$ cat src/rtl/game_referee_if.sv
// game_referee_if: bundles the round controls and the round-status outputs
// of game_referee. The master side drives start/hits/vsync and reads status.
interface game_referee_if;
   logic       start;
   logic       player_hit;
   logic       enemy_hit;
   logic       vsync;
   logic       win;
   logic       loose;
   logic       playing;
   logic [3:0] player_hp;
   logic [3:0] enemy_hp;
   logic [7:0] time_left;

   modport master (
      output start, player_hit, enemy_hit, vsync,
      input  win, loose, playing, player_hp, enemy_hp, time_left
   );

   modport slave (
      input  start, player_hit, enemy_hit, vsync,
      output win, loose, playing, player_hp, enemy_hp, time_left
   );
endinterface

$ cat src/rtl/game_referee.sv
// game_referee: round-outcome FSM (IDLE/PLAY/WIN/LOOSE) that tracks both
// hit-point counts and a vsync-derived second timer, and holds the result.
// Ports: clk60MHz, rst (sync, active-high), bus (game_referee_if.slave):
//   in  start, player_hit, enemy_hit, vsync
//   out win, loose, playing, player_hp[3:0], enemy_hp[3:0], time_left[7:0]
module game_referee #(
   parameter int HP_INIT        = 3,
   parameter int ROUND_SECONDS  = 60,
   parameter int FRAMES_PER_SEC = 60,
   parameter int RESULT_FRAMES  = 180
) (
   input  logic          clk60MHz,
   input  logic          rst,
   game_referee_if.slave bus
);
   typedef enum logic [1:0] {
      S_IDLE  = 2'd0,
      S_PLAY  = 2'd1,
      S_WIN   = 2'd2,
      S_LOOSE = 2'd3
   } state_t;

   localparam logic [3:0] HP0    = 4'(HP_INIT);
   localparam logic [7:0] T0     = 8'(ROUND_SECONDS);
   localparam logic [7:0] FPS_M1 = 8'(FRAMES_PER_SEC - 1);
   localparam logic [9:0] RF_M1  = 10'(RESULT_FRAMES - 1);

   state_t     state_q, state_d;
   logic [3:0] php_q, php_d;
   logic [3:0] ehp_q, ehp_d;
   logic [7:0] time_q, time_d;
   logic [7:0] frame_q, frame_d;
   logic [9:0] hold_q, hold_d;
   logic       vsync_d_q;
   logic       tick_q;

   // The edge is registered, so a frame tick acts one cycle after
   // the vsync rising edge is sampled.
   always_ff @(posedge clk60MHz) begin
      if (rst) begin
         state_q   <= S_IDLE;
         php_q     <= HP0;
         ehp_q     <= HP0;
         time_q    <= T0;
         frame_q   <= '0;
         hold_q    <= '0;
         vsync_d_q <= 1'b0;
         tick_q    <= 1'b0;
      end else begin
         state_q   <= state_d;
         php_q     <= php_d;
         ehp_q     <= ehp_d;
         time_q    <= time_d;
         frame_q   <= frame_d;
         hold_q    <= hold_d;
         vsync_d_q <= bus.vsync;
         tick_q    <= bus.vsync & ~vsync_d_q;
      end
   end

   always_comb begin
      state_d = state_q;
      php_d   = php_q;
      ehp_d   = ehp_q;
      time_d  = time_q;
      frame_d = frame_q;
      hold_d  = hold_q;
      unique case (state_q)
         S_IDLE: begin
            if (bus.start) begin
               state_d = S_PLAY;
               php_d   = HP0;
               ehp_d   = HP0;
               time_d  = T0;
               frame_d = '0;
            end
         end
         S_PLAY: begin
            if (bus.player_hit && php_q != 4'd0)
               php_d = php_q - 4'd1;
            if (bus.enemy_hit && ehp_q != 4'd0)
               ehp_d = ehp_q - 4'd1;
            if (tick_q) begin
               if (frame_q == FPS_M1) begin
                  frame_d = '0;
                  time_d  = time_q - 8'd1;
               end else begin
                  frame_d = frame_q + 8'd1;
               end
            end
            hold_d = '0;
            // Decided on next-state values: player death outranks
            // enemy death, which outranks the timeout; a tie loses.
            if (php_d == 4'd0)
               state_d = S_LOOSE;
            else if (ehp_d == 4'd0)
               state_d = S_WIN;
            else if (time_d == 8'd0)
               state_d = (php_d > ehp_d) ? S_WIN : S_LOOSE;
         end
         S_WIN, S_LOOSE: begin
            if (tick_q) begin
               if (hold_q == RF_M1)
                  state_d = S_IDLE;
               else
                  hold_d = hold_q + 10'd1;
            end
         end
         default: state_d = S_IDLE;
      endcase
   end

   assign bus.win       = (state_q == S_WIN);
   assign bus.loose     = (state_q == S_LOOSE);
   assign bus.playing   = (state_q == S_PLAY);
   assign bus.player_hp = php_q;
   assign bus.enemy_hp  = ehp_q;
   assign bus.time_left = time_q;
endmodule

$ cat src/flat_wrapper.sv
// flat-port wrapper written by rule: the top's interface ports become plain ports
module game_referee_flat 
#(
   parameter int HP_INIT        = 3,
   parameter int ROUND_SECONDS  = 60,
   parameter int FRAMES_PER_SEC = 60,
   parameter int RESULT_FRAMES  = 180
)
  (clk60MHz, rst, bus_start, bus_player_hit, bus_enemy_hit, bus_vsync, bus_win, bus_loose, bus_playing, bus_player_hp, bus_enemy_hp, bus_time_left);
  game_referee_if bus_i ();
  input  logic clk60MHz;
  input  logic rst;
  input wire logic [$bits(bus_i.start)-1:0] bus_start;
  input wire logic [$bits(bus_i.player_hit)-1:0] bus_player_hit;
  input wire logic [$bits(bus_i.enemy_hit)-1:0] bus_enemy_hit;
  input wire logic [$bits(bus_i.vsync)-1:0] bus_vsync;
  output wire logic [$bits(bus_i.win)-1:0] bus_win;
  output wire logic [$bits(bus_i.loose)-1:0] bus_loose;
  output wire logic [$bits(bus_i.playing)-1:0] bus_playing;
  output wire logic [$bits(bus_i.player_hp)-1:0] bus_player_hp;
  output wire logic [$bits(bus_i.enemy_hp)-1:0] bus_enemy_hp;
  output wire logic [$bits(bus_i.time_left)-1:0] bus_time_left;
  assign bus_i.start = bus_start;
  assign bus_i.player_hit = bus_player_hit;
  assign bus_i.enemy_hit = bus_enemy_hit;
  assign bus_i.vsync = bus_vsync;
  assign bus_win = bus_i.win;
  assign bus_loose = bus_i.loose;
  assign bus_playing = bus_i.playing;
  assign bus_player_hp = bus_i.player_hp;
  assign bus_enemy_hp = bus_i.enemy_hp;
  assign bus_time_left = bus_i.time_left;
  game_referee #(.HP_INIT(HP_INIT), .ROUND_SECONDS(ROUND_SECONDS), .FRAMES_PER_SEC(FRAMES_PER_SEC), .RESULT_FRAMES(RESULT_FRAMES)) u_core (.clk60MHz(clk60MHz), .rst(rst), .bus(bus_i));
endmodule
$ cat config.mk
export PLATFORM = sky130hd
export DESIGN_NAME = game_referee_flat
export DESIGN_NICKNAME = d
export VERILOG_FILES = /design/src/rtl/game_referee_if.sv /design/src/rtl/game_referee.sv /design/src/flat_wrapper.sv
export SDC_FILE = /design/constraint.sdc
export NUM_CORES = 1
export LEC_CHECK = 0
export CAP_MARGIN = 20
export CORE_MARGIN = 5
export CORE_UTILIZATION = 30
export DETAILED_ROUTE_END_ITERATION = 8
export GPL_ROUTABILITY_DRIVEN = 0
export GPL_TIMING_DRIVEN = 0
export MAX_ROUTING_LAYER = met4
export REMOVE_ABC_BUFFERS = 1
export SLEW_MARGIN = 30
export SYNTH_ARGS = -nofsm -noshare
export SYNTH_HDL_FRONTEND = slang
export SYNTH_SLANG_ARGS = --single-unit
$ cat constraint.sdc
create_clock -name clk60MHz -period 2.9 [get_ports clk60MHz]
set_input_delay 0.29 -clock clk60MHz [delete_from_list [all_inputs] [get_ports clk60MHz]]
set_output_delay 0.29 -clock clk60MHz [all_outputs]
set_load 0.005 [all_outputs]
After elaboration in Yosys (flattened, before gate mapping)
Index checks and enable logic that the tools add are counted.
W data, S select, Z words.
{"block": "totals", "romBits": 0, "wordCells": 69, "latch_bits": 0, "register_bits": 38, "memories": 0, "out_inout_bits": 19, "mem_bits_rw": 0, "in_bits": 6}
{"block": "classes", "n_reduce_logical": 15, "bitwise": 2, "shifts": 0, "div_mod_pow": 0, "n_mux": 27, "addsub": 5, "magnitude_cmp": 1, "multipliers": 0, "n_eq_ne": 11}
{"op": "$mux W8", "count": 7}
{"op": "$pmux W8 S2", "count": 2}
{"op": "$mux W10", "count": 2}
{"op": "$mux W4", "count": 5}
{"op": "$pmux W10 S2", "count": 1}
{"op": "$pmux W4 S2", "count": 2}
{"op": "$mux W2", "count": 6}
{"op": "$add A10 B1 Y10 const B", "count": 1}
{"op": "$eq A10 B8 Y1 const B", "count": 1}
{"op": "$add A8 B1 Y8 const B", "count": 1}
{"op": "$eq A8 B6 Y1 const B", "count": 1}
{"op": "$logic_not A4 Y1", "count": 2}
{"op": "$logic_not A8 Y1", "count": 1}
{"op": "$reduce_bool A4 Y1", "count": 2}
{"op": "$sub A4 B1 Y4 const B", "count": 2}
{"op": "$sub A8 B1 Y8 const B", "count": 1}
{"op": "$ne A2 B1 Y1 const B", "count": 3}
{"op": "$pmux W2 S3", "count": 1}
{"op": "$reduce_and A3 Y1", "count": 2}
{"op": "$eq A2 B2 Y1 const B", "count": 2}
{"op": "$gt A4 B4 Y1", "count": 1}
{"op": "$ne A2 B2 Y1 const B", "count": 2}
{"op": "$ne A4 B1 Y1 const B", "count": 1}
{"op": "$reduce_and A4 Y1", "count": 1}
{"op": "9 further kinds", "count": 11}

Longest topological paths before layout
{"block": "logic_depth", "depth_word": 10, "ltp_mapped": 12, "depth_no_buf": 12}

Worst setup path after synthesis
OpenSTA, ideal clock, no wires.
{"block": "synth_timing", "kind": "flip-flop to flip-flop", "startpoint": "register u_core.ehp_q[0] (netlist: u_core.bus.enemy_hp[0])", "endpoint": "register u_core.state_q[0]", "setup_slack_ns": 0.643, "arrival_time_ns": 2.134, "t_required_ns": 2.777, "stages_incl_launch_ff": 13, "path_buffers": 0, "path_cell_list": "dfxtp_1 -> inv_1 -> ha_1 -> or3b_1 -> and2_0 -> nand2_1 -> o21ai_1 -> ha_1 -> a21oi_1 -> o21ai_0 -> a21boi_0 -> o21ai_0 -> mux2i_1"}
{"block": "synth_via", "elab_chain_cells": 10, "elab_cells_between_ends": 14, "classes_between": "add/sub (1); order compare (1); eq/ne (1); mux (7); reduce/logical (4)"}
{"item": "from (decl)", "line_no": "game_referee.sv:30", "source": "logic [3:0] ehp_q, ehp_d;"}
{"item": "from (signal assigned)", "line_no": "game_referee.sv:52", "source": "ehp_q <= ehp_d;"}
{"item": "parallel branches: the longest is 2 deep, another holds $sub A4 B1 Y4"}
{"item": "$mux W4 *", "line_no": "game_referee.sv:81", "source": "if (bus.enemy_hit && ehp_q != 4'd0)"}
{"item": "$mux W4 *", "line_no": "game_referee.sv:68", "source": "unique case (state_q)"}
{"item": "$gt A4 B4 Y1", "line_no": "game_referee.sv:99", "source": "state_d = (php_d > ehp_d) ? S_WIN : S_LOOSE;"}
{"item": "$mux W1", "line_no": "game_referee.sv:99"}
{"item": "$mux W2", "line_no": "game_referee.sv:98", "source": "else if (time_d == 8'd0)"}
{"item": "$mux W2", "line_no": "game_referee.sv:96", "source": "else if (ehp_d == 4'd0)"}
{"item": "$mux W2", "line_no": "game_referee.sv:94", "source": "if (php_d == 4'd0)"}
{"item": "$pmux W2 S3", "line_no": "game_referee.sv:68"}
{"item": "to (signal assigned)", "line_no": "game_referee.sv:50", "source": "state_q <= state_d;"}
{"item": "to (decl)", "line_no": "game_referee.sv:28", "source": "state_t state_q, state_d;"}
Every way passes the cells marked *. The select of a mux whose other input is x is not followed.
A chain may end at the register's enable or synchronous reset.

Worst setup path in the final report
{"block": "layout_timing", "startpoint": "register u_core.state_q[1]", "endpoint": "output port bus_playing"}
{"block": "layout_via", "elab_chain_cells": 1}
{"item": "$eq A2 B1 Y1", "line_no": "game_referee.sv:115", "source": "assign bus.playing = (state_q == S_PLAY);"}
{"item": "to (decl)", "line_no": "flat_wrapper.sv:19", "source": "output wire logic [$bits(bus_i.playing)-1:0] bus_playing;"}
No other way between the ends.

==> impl_metrics.toml <==
[status]
result_of_the_run = "complete, no violations"

[clocking]
post_cts_sizing = 1
cts.sinks = 38
cts-root-to-sink-buffers = 2
path_clk_slew_ps = 80
clk_root_buffer_cell = "clkbuf_8"
worst_skew_pair.late_latency_ps = 300
tritoncts = "done"
cts_hold_buffers = 0
postCtsSetupBuffers = 0
cts_made_buffers = 5
cts.htree.levels = 2

[power_and_ir_drop]
leakage_component_of_the_power_nw = 1.03
report.power.total_mw = 1.58
power.density_nw_per_um2 = 590
irDropWorstVdd_v = 0.000251

[timing]
max-slew-margin-rel_pct = 39.3
worstMarginPinSlew_ps = 908
maximum_clock_rate_mhz = 379
hold_viol_final = 0
final-max-slew-violation-count = 0
setup_tns_ps = 0
final_period_minus_worst_setup_slack_ps = 2640
rsz0062_at_grt = "false"
worst_hold_slack_ps = 388
setup-violations-final = 0
final.setup_skew_ps = 12.5
post-route-period-util_pct = 90.9

[critical_path]
critical_path.startpoint_type = "flip-flop"
path_class = "reg -> out"
worst_ep_required_time_ps = 2610
crit_path_cell_trace = "nand2b_1, clkinv_2, clkdlybuf4s50_1"
crit_fanout = 17
path_delay_family = "buffers and inverters"
critical_path_end_type = "output port"
timing.reg2reg.setup_slack_ps = 300
cpMaxStageDelayCell = "nand2b_1"
cpPeakStageDelay_ps = 560
cp.buffers_inverters = 2
worst_ep_arrival_time_ps = 2350

[synthesis]
seq_area_frac_synth_pct = 34.4
synth-edff-count = 0
syn-mean-instance-area_um2 = 8.04
synth-async-reset-ratio_pct = 0
yosys_warnings = 0
synthDistinctLibCells = 55
yosys_register_bits = 38
syn-instance-count = 275
ys_dominant_reg_cell = "dfxtp_1"
syn-cell-area_um2 = 2210

[global_routing]
first_global_vias = 1840
grt_util_all_layers_pct = 11.6
antenna_found_initial = 0
grt_pass1_wl_mm = 8.23
grt_remaining_overflow = 0
largest_net_degree_at_the_start_of_global_routing = 26

[detailed_routing]
wl_mm = 4.75
remaining_drc_errors = 0
wire_per_inst_um = 12.0
via_count = 1904
antenna_violating_nets_post_route = 0
drt_pass1_iterations = 4
post_drt_via_cell_ratio = 4.82
drt_iter0_markers = 50

[placement]
io_buffers = 24
place.detailed.hpwl_mm = 3.44

[die]
chipWidth_um = 95.8
die_height_um = 95.8
initial_core_util_pct = 30.6
dieArea_um2 = 9190
ios = 25
core-area_um2 = 7210
core.rowCount = 31

[hold_path]
hp-class = "reg -> reg"

[final_layout]
nets = 310
syn_to_final_growth_pct = 21.2
final_layout_size_suffix_gt1_share_pct = 6.76
ant_diodes = 0
multi_input_area_um2 = 1360
regArea_um2 = 761
n_fill_cell = 766

[flow_run]
max-cap-violations = 0
registers in the layout (all words and copies together), names as in the netlist:
register and flops:
u_core.state_q 2, u_core.bus.time_left 8, u_core.tick_q 1, u_core.bus.player_hp 4, u_core.hold_q 10, u_core.bus.enemy_hp 4, u_core.vsync_d_q 1, u_core.frame_q 8
report_power, final:
part | internal [mW] | total [mW] | switching, mW
Sequential | 0.552 | 0.603 | 0.0502
Clock | 0.367 | 0.559 | 0.192
Combinational | 0.170 | 0.419 | 0.249
Total | 1.09 | 1.58 | 0.491
cell families (layout without fill, tap and decap cells):
kind of cell	after synthesis	after routing	share of synthesized area [%]
buffers and inverters	24	45	4.13
xor gates and xnor gates	19	19	7.87
and+or+nand+nor	125	125	29.4
adders and majority gates	9	9	5.09
muxes	6	6	2.83
DFF	38	38	34.4
AOI/OAI and AO/OA	54	54	16.3
layout by cell type (no fill, tap or decap), types with 3 or more instances in the layout:
cell type | Yosys | layout
and4_1 | 3 | 3
and3_1 | 3 | 3
ha_1 | 9 | 9
a31oi_1 | 3 | 3
nand2b_1 | 9 | 9
nor2_1 | 40 | 40
xor2_1 | 12 | 12
o21ai_0 | 10 | 10
inv_1 | 12 | 12
a21oi_1 | 14 | 14
nor3_1 | 6 | 6
nor2b_1 | 6 | 6
clkbuf_8 | 0 | 6
xnor2_1 | 6 | 6
nand2_1 | 21 | 21
dfxtp_1 | 38 | 38
a22oi_1 | 3 | 3
nand3_1 | 9 | 9
mux2i_1 | 4 | 4
nand4_1 | 9 | 9
clkdlybuf4s50_1 | 0 | 24
Yosys cell counts (all sizes together) (3+ instances only):
cell | n | area share [%]
nand2 | 21 | 3.6
and4 | 3 | 1.2
dfxtp | 38 | 34
a21oi | 14 | 3.2
or2 | 3 | 0.85
nand3 | 9 | 2.0
nor2b | 6 | 1.7
nor2 | 40 | 6.8
inv | 12 | 2.0
nand4 | 9 | 2.5
ha | 9 | 5.1
o21ai | 12 | 2.7
a31oi | 3 | 0.85
mux2i | 4 | 1.8
xor2 | 12 | 4.8
clkbuf | 8 | 1.4
nand2b | 10 | 2.9
buf | 3 | 0.57
and3 | 3 | 0.85
nor3 | 6 | 1.4
a22oi | 3 | 1.0
xnor2 | 7 | 3.1
metal layers:
metal	routed length, um	part of all wire [%]	global-route usage (%)	vias to the layer above
li1	-	-	-	1012
met4	48	1.0	3.91	0
met2	2250	47	19.3	18
met1	2320	49	13.9	869
met5	0	0	-	-
met3	129	2.7	2.35	5
through the flow:
step                setup slack (ps)  area, um2  util (%)  std cells
global route                    17.1       2680      37.1        395
detailed placement               282       2540      35.2        387
finish                           263       2680      37.1        395
floorplan                        643       2170         -        264
global placement                 201       2530      35.1        387
CTS                              212       2680      37.1        395
path summary, 6_finish.rpt:
path	from	endpoint	cells past startpoint
worst max-delay path	u_core.state_q[1]	bus_playing	3
worst min-delay path	u_core.vsync_d_q	u_core.tick_q	1
worst max register to register	u_core.bus.enemy_hp[0]	u_core.state_q[0]	11
worst min register to register	u_core.vsync_d_q	u_core.tick_q	1
area by class of cell:
type | count | share of cell area (%)
repair buffers | 24 | 8.96
multi-input cells | 213 | 50.8
clock buffers | 6 | 3.08
flip-flops and latches | 38 | 28.4
inverters | 13 | 1.87
clock inverters | 2 | 2.24
well taps | 99 | 4.62
No activity file was read; power rests on OpenSTA's default activity.
